===== src/rtl/jk_seq_pkg.sv =====
// Shared types for the JK flag sequencer: op codes, FSM states and op -> {J,K} mapping.
package jk_seq_pkg;

    typedef enum logic [1:0] {
        OP_NOP = 2'b00,
        OP_SET = 2'b01,
        OP_CLR = 2'b10,
        OP_TGL = 2'b11
    } op_e;

    typedef enum logic [2:0] {
        ST_INIT_SETUP  = 3'd0,
        ST_INIT_STROBE = 3'd1,
        ST_INIT_HOLD   = 3'd2,
        ST_IDLE        = 3'd3,
        ST_SETUP       = 3'd4,
        ST_STROBE      = 3'd5,
        ST_HOLD        = 3'd6
    } state_e;

    // Returns {J,K} with K active-high; the bank pin is KL = ~K.
    function automatic logic [1:0] op_jk(input op_e op);
        case (op)
            OP_SET:  return 2'b10;
            OP_CLR:  return 2'b01;
            OP_TGL:  return 2'b11;
            default: return 2'b00;
        endcase
    endfunction

endpackage


===== src/rtl/jk_flag_sequencer_rr_arbiter.sv =====
// Round-robin arbiter: searches upward from the pointer, pointer moves past the winner on advance.
module rr_arbiter #(
    parameter int N = 4,
    parameter int W = (N > 1) ? $clog2(N) : 1
) (
    input  logic         clk,
    input  logic         rst,
    input  logic [N-1:0] req,
    input  logic         advance,
    input  logic [W-1:0] winner_in,
    output logic [N-1:0] gnt,
    output logic [W-1:0] gnt_id
);

    logic [W-1:0] ptr;

    always_comb begin
        int  pos;
        logic found;
        gnt    = '0;
        gnt_id = '0;
        found  = 1'b0;
        pos    = 0;
        for (int k = 0; k < N; k++) begin
            pos = int'(ptr) + k;
            if (pos >= N) pos = pos - N;
            if (!found && req[pos]) begin
                found    = 1'b1;
                gnt[pos] = 1'b1;
                gnt_id   = W'(pos);
            end
        end
    end

    always_ff @(posedge clk or posedge rst) begin
        if (rst) begin
            ptr <= '0;
        end else if (advance) begin
            ptr <= (int'(winner_in) == N - 1) ? '0 : winner_in + W'(1);
        end
    end

endmodule


===== src/rtl/jk_flag_sequencer.sv =====
// Arbitrates requesters onto a shared JK flop bank and sequences J/KL plus a setup/strobe/hold CLK pulse.
module jk_flag_sequencer
    import jk_seq_pkg::*;
#(
    parameter int NUM_REQ   = 4,
    parameter int NUM_FLAGS = 8,
    parameter int IDX_W     = (NUM_FLAGS > 1) ? $clog2(NUM_FLAGS) : 1
) (
    input  logic                       MasterClock,
    input  logic                       RESET,
    input  logic [NUM_REQ-1:0]         req_valid,
    output logic [NUM_REQ-1:0]         req_ready,
    input  logic [2*NUM_REQ-1:0]       req_op,
    input  logic [IDX_W*NUM_REQ-1:0]   req_idx,
    output logic [NUM_FLAGS-1:0]       J,
    output logic [NUM_FLAGS-1:0]       KL,
    output logic                       CLK,
    output logic                       busy,
    output logic                       done,
    output logic                       err,
    output logic [$clog2(NUM_REQ)-1:0] grant_id,
    output logic [NUM_FLAGS-1:0]       shadow_q
);

    localparam int GID_W = $clog2(NUM_REQ);

    state_e               st, st_nxt;
    logic                 init_go;
    logic [NUM_REQ-1:0]   gnt;
    logic [GID_W-1:0]     win;
    logic                 xfer;
    op_e                  op_q, op_w, op_n;
    logic [IDX_W-1:0]     idx_q, idx_w, idx_n;
    logic                 in_rng;
    logic [NUM_FLAGS-1:0] sel;
    logic [1:0]           jk;
    logic [NUM_FLAGS-1:0] j_n, kl_n;
    logic                 clk_n, busy_n, done_n, err_n;

    rr_arbiter #(.N(NUM_REQ), .W(GID_W)) u_arb (
        .clk       (MasterClock),
        .rst       (RESET),
        .req       (req_valid),
        .advance   (xfer),
        .winner_in (win),
        .gnt       (gnt),
        .gnt_id    (win)
    );

    assign req_ready = (st == ST_IDLE) ? gnt : '0;
    assign xfer      = |req_ready;
    assign op_w      = op_e'(req_op[int'(win)*2 +: 2]);
    assign idx_w     = req_idx[int'(win)*IDX_W +: IDX_W];

    // On the accept edge the decode must see the incoming request, not the stale latch.
    assign op_n   = xfer ? op_w  : op_q;
    assign idx_n  = xfer ? idx_w : idx_q;
    assign in_rng = int'(idx_n) < NUM_FLAGS;
    assign sel    = in_rng ? (NUM_FLAGS'(1) << idx_n) : '0;
    assign jk     = op_jk(op_n);

    always_comb begin
        st_nxt = st;
        if (!init_go) begin
            st_nxt = ST_INIT_SETUP;
        end else begin
            case (st)
                ST_INIT_SETUP:  st_nxt = ST_INIT_STROBE;
                ST_INIT_STROBE: st_nxt = ST_INIT_HOLD;
                ST_INIT_HOLD:   st_nxt = ST_IDLE;
                ST_IDLE:        if (xfer) st_nxt = (op_w == OP_NOP) ? ST_HOLD : ST_SETUP;
                ST_SETUP:       st_nxt = ST_STROBE;
                ST_STROBE:      st_nxt = ST_HOLD;
                ST_HOLD:        st_nxt = ST_IDLE;
                default:        st_nxt = ST_INIT_SETUP;
            endcase
        end
    end

    // Outputs are registered from the next state so they line up with the phase they name.
    always_comb begin
        j_n    = '0;
        kl_n   = '1;
        clk_n  = 1'b0;
        busy_n = 1'b1;
        done_n = 1'b0;
        err_n  = 1'b0;
        case (st_nxt)
            ST_INIT_SETUP, ST_INIT_HOLD: kl_n = '0;
            ST_INIT_STROBE: begin
                kl_n  = '0;
                clk_n = 1'b1;
            end
            ST_IDLE: busy_n = 1'b0;
            ST_SETUP, ST_STROBE, ST_HOLD: begin
                j_n    = jk[1] ? sel  : '0;
                kl_n   = jk[0] ? ~sel : '1;
                clk_n  = (st_nxt == ST_STROBE);
                done_n = (st_nxt == ST_HOLD);
                err_n  = (st_nxt == ST_HOLD) && !in_rng && (op_n != OP_NOP);
            end
            default: ;
        endcase
    end

    always_ff @(posedge MasterClock or posedge RESET) begin
        if (RESET) begin
            st       <= ST_INIT_SETUP;
            init_go  <= 1'b0;
            op_q     <= OP_NOP;
            idx_q    <= '0;
            J        <= '0;
            KL       <= '1;
            CLK      <= 1'b0;
            busy     <= 1'b1;
            done     <= 1'b0;
            err      <= 1'b0;
            grant_id <= '0;
            shadow_q <= '0;
        end else begin
            init_go <= 1'b1;
            st      <= st_nxt;
            J       <= j_n;
            KL      <= kl_n;
            CLK     <= clk_n;
            busy    <= busy_n;
            done    <= done_n;
            err     <= err_n;
            if (xfer) begin
                op_q     <= op_w;
                idx_q    <= idx_w;
                grant_id <= win;
            end
            if (st == ST_STROBE && in_rng) begin
                case (op_q)
                    OP_SET:  shadow_q <= shadow_q | sel;
                    OP_CLR:  shadow_q <= shadow_q & ~sel;
                    OP_TGL:  shadow_q <= shadow_q ^ sel;
                    default: ;
                endcase
            end
        end
    end

endmodule

===== config.mk =====
export PLATFORM = sky130hd
export DESIGN_NAME = jk_flag_sequencer
export DESIGN_NICKNAME = d
export VERILOG_FILES = /design/src/rtl/jk_seq_pkg.sv /design/src/rtl/jk_flag_sequencer_rr_arbiter.sv /design/src/rtl/jk_flag_sequencer.sv
export SDC_FILE = /design/constraint.sdc
export NUM_CORES = 1
export LEC_CHECK = 0
export BUFFER_PORTS_ARGS = -buffer_cell sky130_fd_sc_hd__buf_4
export CAP_MARGIN = 5
export CORE_ASPECT_RATIO = 0.5
export CORE_MARGIN = 4
export CORE_UTILIZATION = 45
export DETAILED_ROUTE_END_ITERATION = 10
export PLACE_DENSITY = 0.78
export SYNTH_ARGS = -nofsm -noshare
export SYNTH_HDL_FRONTEND = slang
export SYNTH_HIERARCHICAL = 1
export SYNTH_SLANG_ARGS = --single-unit
export TNS_END_PERCENT = 100

===== constraint.sdc =====
create_clock -name MasterClock -period 6.25 [get_ports MasterClock]
set_input_delay 0.3125 -clock MasterClock [delete_from_list [all_inputs] [get_ports MasterClock]]
set_output_delay 0.3125 -clock MasterClock [all_outputs]
set_load 0.01 [all_outputs]

# Word-level counts from Yosys, hierarchy flattened
# Cells that the tools add are included.
# totals
reg_bits	40
output_inout_bits	34
elab_cells	133
input_bits	26
# op_classes
eq_ne	19
n_mux	52
shifts	3
order_cmp	12
mul	1
n_bitwise	7
addsub	8
reduce_logical	19
# ops
op	count
$ge 32x1->1 const B	4
$lt 32x4->1 const B	4
$mux 32	4
$ge 32x4->1 const B	3
$sub 32x4->32 const B	3
$mux 8	3
$pmux 8 s3	1
$mux 4	5
$eq 3x3->1 const B	6
$pmux 3 s6	1
$mux 1	17
$pmux 8 s2	1
$mux 2	7
$eq 3x2->1 const B	4
$or 4x4->4	3
$shiftx 12x5->3	1
$mux 3	3
$and 8x8->8	1
$bmux 1 s2	4
$demux 1 s2	4
$eq 2x2->1 const B	4
$not 8->8	1
$or 8x8->8	1
$shiftx 8x4->2	1
21 further kinds	35

# Depth between registers and ports, before layout
# Gate-level depths: netlist of run 1.
# logic_depth
word_depth	24
mapped_depth	17
mapped_depth_nobuf	15

# Cells and area by module
# The synthesis of run 1 kept the hierarchy.
# modules_own_cells
mod	area_per_inst_um2	seq_area_each_um2	n_inst	cells_each
jk_flag_sequencer	2170.8	962.2	1	194
rr_arbiter	623.1	50.0	1	69

# Least setup slack after synthesis of run 1
# No wires, ideal clock.
# synth_timing
path_kind	register to register
startpoint	register u_arb.ptr[0]
endpoint	register shadow_q[4]
arrival_time_ns	3.627
n_path_buf	3
setup_ns	0.131
stages_incl_launch_ff	18
synth_period_minus_slack_ns	3.758
setup_slack_ns	2.492
t_required_ns	6.119
cell_sequence	dfrtp_1 buf_6 inv_1 ha_1 buf_2 nor2b_1 or4_1 o311a_1 buf_6 mux4_2 or3_4 o32ai_2 inv_2 ha_1 mux2i_1 mux2i_1 nand2_1 o21ai_0
# synth_between
elab_chain_len	22
elab_cells_between_ends	78
cone_classes	add/sub (7); mul (1); order compare (12); shift (2); mux (38); bitwise (7); reduce/logical (11)
# synth_lines
element	line_no	source
start, declared	jk_flag_sequencer_rr_arbiter.sv:15	logic [W-1:0] ptr;
start signal, assigned	jk_flag_sequencer_rr_arbiter.sv:39	ptr <= (int'(winner_in) == N - 1) ? '0 : winner_in + W'(1);
branches (longest 14 deep; another with $sub 32x4->32)	--	
$mux 2 (*)	jk_flag_sequencer_rr_arbiter.sv:27	if (!found && req[pos]) begin
via win[0]	jk_flag_sequencer.sv:30	logic [GID_W-1:0] win;
$mul 2x2->4 (*)	jk_flag_sequencer.sv:53	assign idx_w = req_idx[int'(win)*IDX_W +: IDX_W];
$shiftx 12x5->3 (*)	jk_flag_sequencer.sv:53	
$mux 3 (*)	--	
$shl 1x3->8 (*)	jk_flag_sequencer.sv:59	assign sel = in_rng ? (NUM_FLAGS'(1) << idx_n) : '0;
$not 8->8	jk_flag_sequencer.sv:137	OP_CLR: shadow_q <= shadow_q & ~sel;
$and 8x8->8	jk_flag_sequencer.sv:137	
$pmux 8 s3 (*)	jk_flag_sequencer.sv:135	case (op_q)
end signal, assigned	jk_flag_sequencer.sv:136	OP_SET: shadow_q <= shadow_q | sel;
end signal, assigned	jk_flag_sequencer.sv:137	
end signal, assigned	jk_flag_sequencer.sv:138	OP_TGL: shadow_q <= shadow_q ^ sel;
end, declared	jk_flag_sequencer.sv:22	output logic [NUM_FLAGS-1:0] shadow_q
# Mark *: on every way through the listed nets, which the timed path passes. The select of a mux whose other input is x is not followed.
# A chain may end at the register's enable or synchronous reset.

# Final worst setup path of run 1
# layout_timing
startpoint	register u_arb.ptr[0]
endpoint	register shadow_q[0]
# Same word-level chain as after synthesis.

==> results.md, run 1 <==
* Outcome: complete, no violations
* Reg-to-Reg End: shadow_q[0]
* Die Ht at ~64 um
* Worst R2R Setup Slack at roughly 1.6 ns
* Internal power at 991 uW
* DR pass1 iterations at 4
* Residual DRC count at 0
* Site row count at 19
* Final Max Slew Viols at 0
* GRT Overall Usage at 0.184
* Commonest non-fill, non-tap cell in the layout: buf_4
* Post-CTS Setup Inserts at 0
* Syn nets at 314
* Crit Path Max Fanout at 13
* Async SR Flop Fraction at 1.00
* Drt wl/cell at ~17 um
* Worst path slowest cell: dfrtp_1
* Synthesis warning total at 6
* Register area at ~1000 um^2
* Register area share after synthesis at 0.362
* Worst setup SP type: register
* DIE AREA at between 7000 and 8000 um^2
* Top cells by area, synth: dfrtp_1 28%, ha_1 11%, dfstp_2 8.5%
* Worst-skew pair later-pin latency at 0.28 ns
* Synthesized flop and latch total at 40
* Max Freq at between 200 and 250 MHz
* TritonCTS clock tree: built
* Top cell type by total area after synthesis: dfrtp_1
* Core area at 5730 um^2
* RePlAce Congestion at 0.863
* Post-Synthesis Cells at around 260
* HP Class: in2async
* Via density per instance at approximately 5.4
* R2r startpoint: u_arb/ptr[0]
* H-tree depth at 2
* Number of global-route vias before repair at 2,309
* CTS Buf Count at 5
* Worst-Margin Slew at approximately 0.95 ns
* Setup violators final at 0
* Clk_skew at approximately 0.0066 ns
* Ys flop type: dfrtp_1
* Initial antenna violation count at 0
* ANT nets after route at 0
* Worst VDD drop at ~0.2 mV
* Seq pwr share at 0.270
* Syn Area/Cell at roughly 11 um^2
* Critical path capture point type: register
* Total grt overflow at 0
* Area of the multi-input gates at about 1600 um^2
* Pwr dens at about 500 nW/um^2
* EDFF count, synth at 0
* Tcrit/Tclk final at 0.744
* Net Switching at about 720 uW
* Final HPWL DP at 5020 um
* Buffers added on ports at between 50 and 60
* TNS Setup at 0 ns
* Slew HR at 0.362
* Fillers at ~480
* CTS resizes at 0
* Logic gate share of total power at 0.556
* Clock group share of total power at 0.174
* Clk sinks at 40
* Clk slew on worst S/H paths at roughly 0.060 ns
* Clock root buffer: clkbuf_16
* Max incr delay on CP at about 0.67 ns
* Hold Fails Final Rpt at 0
* DR vias at 2,181
* Leak at between 0.0015 and 0.002 uW
* # diodes at 0
* Crit Path Category: reg2reg
* Die W at approximately 120 um
* Maximum clock path buffer count at 2
* Largest net degree at the start of global routing at 39
* Unique masters post-synth at 52
* Nets at ~370
* Number of max-cap violations at 0
* First-pass GRT wire length at around 11,000 um
* Layout cells sized above 1 at 0.348
* Crit path DAT at between 4 and 5 ns
* Iter 0 DRT Violations at 162
* Switching part of the total at 0.422
* R2r worst-path depth at 15
* Post-layout min period at 4.65 ns
* RSZ-0062 raised after global routing: no
* Io pins at 60
* Initial Util at 0.488
* Most frequent cells in the layout: 59 x buf_4, 31 x dfrtp_1, 25 x ha_1, 19 x inv_1, 19 x mux2i_1
* Worst Path Required at ~6.4 ns
* CP Cell Sequence: inv_1, ha_1, nor2b_1, a21oi_1, o31ai_1, a21o_1, mux4_2, or3_4, o32ai_2, inv_2, ha_1, mux2i_1, mux2i_1, nand2_1, o21ai_0
* P&R area growth vs syn at 23.4%
* Total power at 1710 uW
* Share of the synthesized area in the top cell type at 0.278
* Routed wire length at roughly 6700 um
* Syn Std Cell Area at 2790 um^2
[sequential cells by signal, summed over array words and instances, names as in the netlist, 2 cells and up]
register and cells:
KL 8, J 8, op_q 2, grant_id 2, u_arb/ptr 2, idx_q 3
st 3, shadow_q 8
[cell type report]
class / count / area share
multi-input cells: 188 / 0.470
inverters: 23 / 0.0250
flip-flops and latches: 40 / 0.294
well taps: 84 / 0.0305
repair buffers: 60 / 0.131
clock buffers: 5 / 0.0363
clock inverters: 3 / 0.0134
[kinds of logic after synthesis]
logic type,Yosys count,share of synthesized area
flip-flops,40,0.362
AND/OR/NAND/NOR,74,0.161
AO/OA/AOI/OAI,55,0.152
other,2,0.00269
buffers and inverters,35,0.0578
adder cells (fa/ha/maj),25,0.112
multiplexers,32,0.153
[critical path, delay by kind of cell, from the launching register on]
family / cells / cell delay (ns)
compound gates: 5 / 1.35
fa+ha+maj: 2 / 0.81
buf+inv: 2 / 0.35
flops: 1 / 0.67
mux: 3 / 0.61
simple gates: 3 / 0.68
[power groups by stage]
| stage | Combinational (uW) | Clock (uW) | Sequential (uW) |
|---|---|---|---|
| floorplan | 719 | 0 | 433 |
| global placement | 890 | 0 | 459 |
| detailed placement | 938 | 0 | 464 |
| CTS | 954 | 300 | 462 |
| global route | 1060 | 316 | 477 |
| finish | 952 | 298 | 462 |
[per-stage QoR]
stage	setup WS [ns]	hold WS (ns)	instance area, um^2	util	cells
after floorplan	2.49	0.0537	2790	-	263
after global placement	1.90	0.185	3270	0.570	394
after detailed placement	1.64	0.188	3270	0.570	394
after CTS	1.63	0.435	3450	0.602	403
after global routing	1.23	0.454	3450	0.602	403
final	1.60	0.432	3450	0.602	403
[worst max-delay path by stage]
stage                 startpoint           to  slack (ns)  cells past startpoint
detailed placement  u_arb/ptr[0]  shadow_q[0]        1.64                     15
CTS                 u_arb/ptr[0]  shadow_q[0]        1.63                     15
finish              u_arb/ptr[0]  shadow_q[0]        1.60                     15
global placement    u_arb/ptr[0]  shadow_q[4]        1.90                     15
floorplan           u_arb/ptr[0]  shadow_q[4]        2.49                     17
global route        u_arb/ptr[0]  shadow_q[1]        1.23                     15
[repair_timing]
item,4_1_cts,5_1_grt
endpoints found under the hold margin,2,0
hold buffers,1,0
setup endpoints to repair,0,0
[synthesized netlist by cell type (3+ instances only)]
| cell | number |
|---|---|
| o21ai_1 | 9 |
| clkbuf_1 | 5 |
| nor2_1 | 9 |
| nand2b_1 | 11 |
| ha_1 | 25 |
| and3b_1 | 3 |
| nand2_1 | 15 |
| inv_1 | 19 |
| and2_1 | 4 |
| nor2_2 | 5 |
| buf_2 | 3 |
| o32ai_2 | 4 |
| mux2i_1 | 19 |
| inv_2 | 4 |
| o22ai_1 | 3 |
| mux2_2 | 5 |
| dfstp_2 | 9 |
| o21ai_0 | 16 |
| dfrtp_1 | 31 |
| buf_6 | 3 |
| a211o_1 | 4 |
| nor3b_1 | 9 |
| nor3_1 | 3 |
| mux4_2 | 8 |
| a22o_1 | 4 |
[routing by layer]
layer | share of wire | up-vias | GRT usage
met4 | 0.013 | 0 | 0.0571
met5 | 0 | - | 0
met3 | 0.058 | 11 | 0.0384
li1 | - | 1040 | -
met1 | 0.44 | 1066 | 0.243
met2 | 0.49 | 64 | 0.309
(Power assumes the default switching activity.)
==> run 2, diff against run 1 <==
==> constraint.sdc (replaced) <==
create_clock -name MasterClock -period 4.6 [get_ports MasterClock]
set_input_delay 0.23 -clock MasterClock [delete_from_list [all_inputs] [get_ports MasterClock]]
set_output_delay 0.23 -clock MasterClock [all_outputs]
set_load 0.01 [all_outputs]
==> results.md, run 2 (synthesized netlist as in run 1, its figures left out) <==
* Largest regs: J (8), KL (8), shadow_q (8)
* Register area at 1010 um^2 (unchanged)
* Residual DRC count at 0 (unchanged)
* Core area at 5730 um^2 (unchanged)
* Final worst setup slack at 0.356 ns (-1.24 ns)
* Initial Util at 0.488 (unchanged)
* DIE AREA at 7610 um^2 (unchanged)
* Buffers added on ports at 58 (unchanged)
* Nets at 370 (+0.27%)
* R2r worst-path depth at 15 (unchanged)
* RePlAce Congestion at 0.878 (+1.7%)
* Pwr dens at 673 nW/um^2 (+36%)
* Clk slew on worst S/H paths at 0.06 ns (about the same)
* Slew HR at 0.333 (-0.0289)
* First-pass GRT wire length at 11,200 um (-2.2%)
* Crit Path Category: reg2reg
* Setup violators final at 0 (unchanged)
* Clk_skew at 0.00486 ns (-0.00175 ns)
* Reg-to-Reg End: shadow_q[5]
* Maximum clock path buffer count at 2 (unchanged)
* Number of max-cap violations at 0 (unchanged)
* Worst path slowest cell: or4_1
* Leak at 0.00162 uW (+0.35%)
* Site row count at 19 (unchanged)
* ANT nets after route at 0 (unchanged)
* Initial antenna violation count at 0 (unchanged)
* GRT Overall Usage at 0.180 (-0.00435)
* Worst R2R Setup Slack at 0.36 ns (-1.24 ns)
* Routed wl met2 at 3110 um (-4.8%)
* TritonCTS clock tree: built
* Die Ht at 63.7 um (unchanged)
* Crit path DAT at 4.37 ns (-0.39 ns)
* Worst setup SP type: register
* Final Max Slew Viols at 0 (unchanged)
* Most frequent cells in the layout: 60 x buf_4, 31 x dfrtp_1, 24 x ha_1, 19 x inv_1, 19 x mux2i_1
* CP Cell Sequence: inv_1, ha_2, mux4_2, nor2b_4, a22o_1, a211o_1, or4_1, nand3_1, o22ai_1, inv_1, ha_1, mux2i_1, mux2i_1, nand2_1, o21ai_0
* # diodes at 0 (unchanged)
* Final core utilization at 0.604 (+0.00262)
* Area of the multi-input gates at 1630 um^2 (+0.46%)
* Setup crit start: u_arb/ptr[1]
* Post-layout min period at 4.24 ns (-0.408 ns)
* CTS Buf Count at 5 (unchanged)
* Drt wl/cell at 16.2 um (-2.5%)
* RSZ-0062 raised after global routing: no
* Critical path capture point type: register
* H-tree depth at 2 (unchanged)
* Io pins at 60 (unchanged)
* Outcome: complete, no violations
* Total grt overflow at 0 (unchanged)
* Final HPWL DP at 5010 um (-0.22%)
* Routed wl met3 at 360 um (-7.0%)
* Hold Fails Final Rpt at 0 (unchanged)
* Top sig layer: met4
* WL met1 at 3020 um (+1.5%)
* Number of global-route vias before repair at 2,247 (-2.7%)
* TNS Setup at 0 ns (unchanged)
* Die W at 119 um (unchanged)
* Layout cells sized above 1 at 0.356 (+0.00829)
* Crit Path Max Fanout at 9 (-4)
* Routed wire length at 6560 um (-2.2%)
* Worst VDD drop at 0.215 mV (+7.7%)
* Clock root buffer: clkbuf_16
* Worst-Margin Slew at 0.997 ns (+0.0432 ns)
* Tcrit/Tclk final at 0.923 (+0.178)
* DR vias at 2,207 (+1.2%)
* DR pass1 iterations at 4 (unchanged)
* Fillers at 460 (-4.0%)
* Post-CTS Setup Inserts at 0 (unchanged)
* Via density per instance at 5.46 (+0.94%)
* Clk sinks at 40 (unchanged)
* R2r startpoint: u_arb/ptr[1]
* Max Freq at 236 MHz (+9.6%)
* Largest net degree at the start of global routing at 39 (unchanged)
* Iter 0 DRT Violations at 118 (-27%)
* P&R area growth vs syn at 24.0%
* Commonest non-fill, non-tap cell in the layout: buf_4
* Pre-CTS WS at 0.258 ns (-1.38 ns)
* HP Class: in2async
* Worst Path Required at 4.73 ns (-1.63 ns)
* Max incr delay on CP at 0.63 ns (-0.04 ns)
* Worst-skew pair later-pin latency at 0.29 ns (about the same)
[run 2: cell count changes in the layout (fill, tap and decap cells not counted)]
cell / delta
o21ai_0: -1
buf_4: +1
ha_1: -1
o31ai_1: -1
o31ai_2: +1
o21ai_1: +1
ha_2: +1
[run 2: metrics by stage]
step,hold WS [ns],power [uW],instances,cell area [um^2]
after floorplan,-0.0288,1560,263,2790
after CTS,0.354,2330,404,3460
final,0.355,2330,404,3460
after detailed placement,0.104,1910,395,3270
after global routing,0.381,2510,404,3460
after global placement,0.103,1840,395,3270
[run 2: area by class of cell]
class,instances,area share
Multi-Input combinational cell,188,0.470
Sequential cell,40,0.292
Timing Repair Buffer,61,0.133
Clock buffer,5,0.0361
Tap cell,84,0.0303
Inverter,23,0.0249
Clock inverter,3,0.0134
[run 2: worst max path at each step]
| stage | endpoint | slack (ns) |
|---|---|---|
| CTS | shadow_q[4] | 0.23 |
| floorplan | shadow_q[4] | 0.84 |
| global route | shadow_q[4] | 0.003 |
| detailed placement | shadow_q[4] | 0.26 |
| finish | shadow_q[5] | 0.36 |
| global placement | shadow_q[4] | 0.50 |
[run 2: what timing repair did]
item | in CTS | in global routing
setup endpoints to repair | 0 | 8
resized for setup | 0 | 3
endpoints found under the hold margin | 2 | 0
hold buffers | 1 | 0
[run 2: report_power, final]
part | internal, uW | switching, uW | leakage (uW)
clock | 258 | 146 | 0.0000804
combinational | 618 | 698 | 0.00106
sequential | 476 | 136 | 0.000472
[run 2: metal layers]
metal	up-vias	track usage
met1	1091	0.240
met2	63	0.299
met3	10	0.0411
met5	-	0
li1	1043	-
met4	0	0.0485
[run 2: critical path: cells and delay by family, from the launching register on]
| kind | cells | cell delay (ns) |
|---|---|---|
| adder cells (fa/ha/maj) | 2 | 0.71 |
| AO/OA/AOI/OAI | 4 | 0.72 |
| flip-flops | 1 | 0.48 |
| multiplexers | 3 | 0.70 |
| buffers and inverters | 2 | 0.34 |
| AND/OR/NAND/NOR | 4 | 1.14 |
==> run 3, diff against run 2 <==
--- a/config.mk
+++ b/config.mk
@@ -9,9 +9,9 @@
 export CAP_MARGIN = 5
 export CORE_ASPECT_RATIO = 0.5
 export CORE_MARGIN = 4
-export CORE_UTILIZATION = 45
+export CORE_UTILIZATION = 55
 export DETAILED_ROUTE_END_ITERATION = 10
-export PLACE_DENSITY = 0.78
+export PLACE_DENSITY = 0.9
 export SYNTH_ARGS = -nofsm -noshare
 export SYNTH_HDL_FRONTEND = slang
 export SYNTH_HIERARCHICAL = 1
==> results.md, run 3 (synthesized netlist as in run 1, its figures left out) <==
* Final worst setup slack at 0.300 ns (-0.0562 ns)
* Pre-CTS WS at 0.229 ns (-0.0295 ns)
* Most Crowded Layer GR: met2
* Layout cells sized above 1 at 0.353 (-0.00312)
* Slew HR at 0.360 (+0.0271)
* Largest regs: J (8), KL (8), shadow_q (8)
* GRT met3 Usage at 0.0504 (+0.00928)
* DR pass1 iterations at 5 (+1)
* First-pass GRT wire length at 10,200 um (-8.7%)
* Worst-Margin Slew at 0.957 ns (-0.0405 ns)
* Clock root buffer: clkbuf_8
* Iter 0 DRT Violations at 88 (-25%)
* Clk slew on worst S/H paths at 0.08 ns (+0.02 ns)
* Initial antenna violation count at 0 (unchanged)
* Clk_skew at 0.00559 ns (+0.000726 ns)
* Pwr dens at 637 nW/um^2 (-5.4%)
* HP Class: in2async
* TritonCTS clock tree: built
* Minimum hold slack at 0.334 ns (-0.0211 ns)
* Initial Util at 0.569 (+0.0814)
* Worst setup SP type: register
* Number of max-cap violations at 0 (unchanged)
* Die W at 109 um (-8.9%)
* GRT Overall Usage at 0.204 (+0.0238)
* Worst VDD drop at 0.286 mV (+33%)
* Site row count at 18 (-1)
* RePlAce Congestion at 0.860 (-2.0%)
* Met2 Use GR at 0.336 (+0.0376)
* Worst Path Required at 4.75 ns (+0.02 ns)
* Fillers at 387 (-16%)
* Post-CTS Setup Inserts at 0 (unchanged)
* Commonest non-fill, non-tap cell in the layout: buf_4
* Number of global-route vias before repair at 2,168 (-3.5%)
* Maximum clock path buffer count at 2 (unchanged)
* DR vias at 2,199 (-0.36%)
* TNS Setup at 0 ns (unchanged)
* Setup violators final at 0 (unchanged)
* Worst path slowest cell: ha_1
* Worst-skew pair later-pin latency at 0.30 ns (about the same)
* Met1 GRT Util at 0.266 (+0.0257)
* CP Cell Sequence: inv_1, ha_1, mux4_2, o211a_1, a2111oi_2, a21o_1, mux4_2, nand2b_1, o22ai_1, inv_1, ha_1, mux2i_1, mux2i_1, nand2_1, o21ai_0
* Crit Path Category: reg2reg
* DIE AREA at 6350 um^2 (-17%)
* Crit Path Max Fanout at 9 (unchanged)
* Nets at 370 (unchanged)
* Outcome: complete, no violations
* Post-layout min period at 4.30 ns (+0.0562 ns)
* Via density per instance at 5.64 (+3.2%)
* Hold Fails Final Rpt at 0 (unchanged)
* Leak at 0.00159 uW (-1.9%)
* Largest net degree at the start of global routing at 39 (unchanged)
* RSZ-0062 raised after global routing: no
* Max Freq at 233 MHz (-1.3%)
* Core area at 4910 um^2 (-14%)
* Final HPWL DP at 4830 um (-3.6%)
* ANT nets after route at 0 (unchanged)
* Crit path DAT at 4.45 ns (+0.08 ns)
* Clk sinks at 40 (unchanged)
* P&R area growth vs syn at 20.2%
* CTS Buf Count at 5 (unchanged)
* Final Max Slew Viols at 0 (unchanged)
* H-tree depth at 2 (unchanged)
* Max incr delay on CP at 0.49 ns (-0.14 ns)
* Buffers added on ports at 58 (unchanged)
* Tcrit/Tclk final at 0.935 (+0.0122)
* # diodes at 0 (unchanged)
* Critical path capture point type: register
* Most frequent cells in the layout: 60 x buf_4, 31 x dfrtp_1, 25 x ha_1, 19 x inv_1, 19 x mux2i_1
* Total grt overflow at 0 (unchanged)
* Drt wl/cell at 16.0 um (-1.6%)
* Die Ht at 58.4 um (-8.3%)
* Io pins at 60 (unchanged)
* Residual DRC count at 0 (unchanged)
* Routed wire length at 6230 um (-5.0%)
==> run 3: per-stage QoR <==
stage / std cells / power (uW) / utilization / cell area, um^2
after floorplan: 263 / 1560 / - / 2790
after global placement: 381 / 1820 / 0.663 / 3260
after detailed placement: 381 / 1900 / 0.663 / 3260
after CTS: 390 / 2140 / 0.683 / 3350
after global routing: 390 / 2310 / 0.684 / 3360
final: 390 / 2140 / 0.684 / 3360
==> run 3: worst paths after layout <==
kind / startpoint / end / slack, ns / depth (start not counted)
min in group MasterClock: req_op[5] / op_q[1] / 0.42 / 3
setup reg to reg: u_arb/ptr[1] / shadow_q[3] / 0.30 / 15
setup / recovery: u_arb/ptr[1] / shadow_q[3] / 0.30 / 15
max in group asynchronous: RESET / busy / 3.63 / 4
hold reg to reg: grant_id[0] / grant_id[0] / 0.53 / 1
hold / removal: RESET / u_arb/ptr[0] / 0.33 / 3
==> run 3: area by class of cell <==
class / instances / area [um^2] / area share
clock buffer: 5 / 68.8 / 0.0205
inverter: 23 / 86.3 / 0.0257
timing repair buffer: 61 / 460 / 0.137
sequential: 40 / 1010 / 0.301
tap: 70 / 87.6 / 0.0261
clock inverter: 3 / 18.8 / 0.00559
multi-input combinational: 188 / 1630 / 0.484
==> run 3: worst max-delay path, delay by kind of cell, from the launching register on <==
| kind | cells | cell delay (ns) |
|---|---|---|
| adders and majority gates | 2 | 0.79 |
| and+or+nand+nor | 2 | 0.30 |
| AOI/OAI and AO/OA | 5 | 1.13 |
| DFF | 1 | 0.48 |
| muxes | 4 | 1.12 |
| buffers and inverters | 2 | 0.33 |
==> run 3: report_power, final <==
group | leakage [uW] | internal [uW] | switching, uW
registers | 0.000472 | 475 | 130
clock network | 0.0000479 | 106 | 133
logic | 0.00107 | 616 | 680
total | 0.00159 | 1200 | 943
==> run 3: repair_timing <==
item                                   in CTS  in global routing
hold buffers                                1                  0
endpoints found under the hold margin       2                  0
gates resized for setup                     0                  2
setup endpoints to repair                   0                  7
==> run 3: per-layer routing <==
layer	routed length, um	share of wire	vias to the layer above
met3	332	0.053	10
met1	2770	0.44	1071
met5	0	0	-
li1	-	-	1042
met2	3050	0.49	76
met4	87	0.014	0
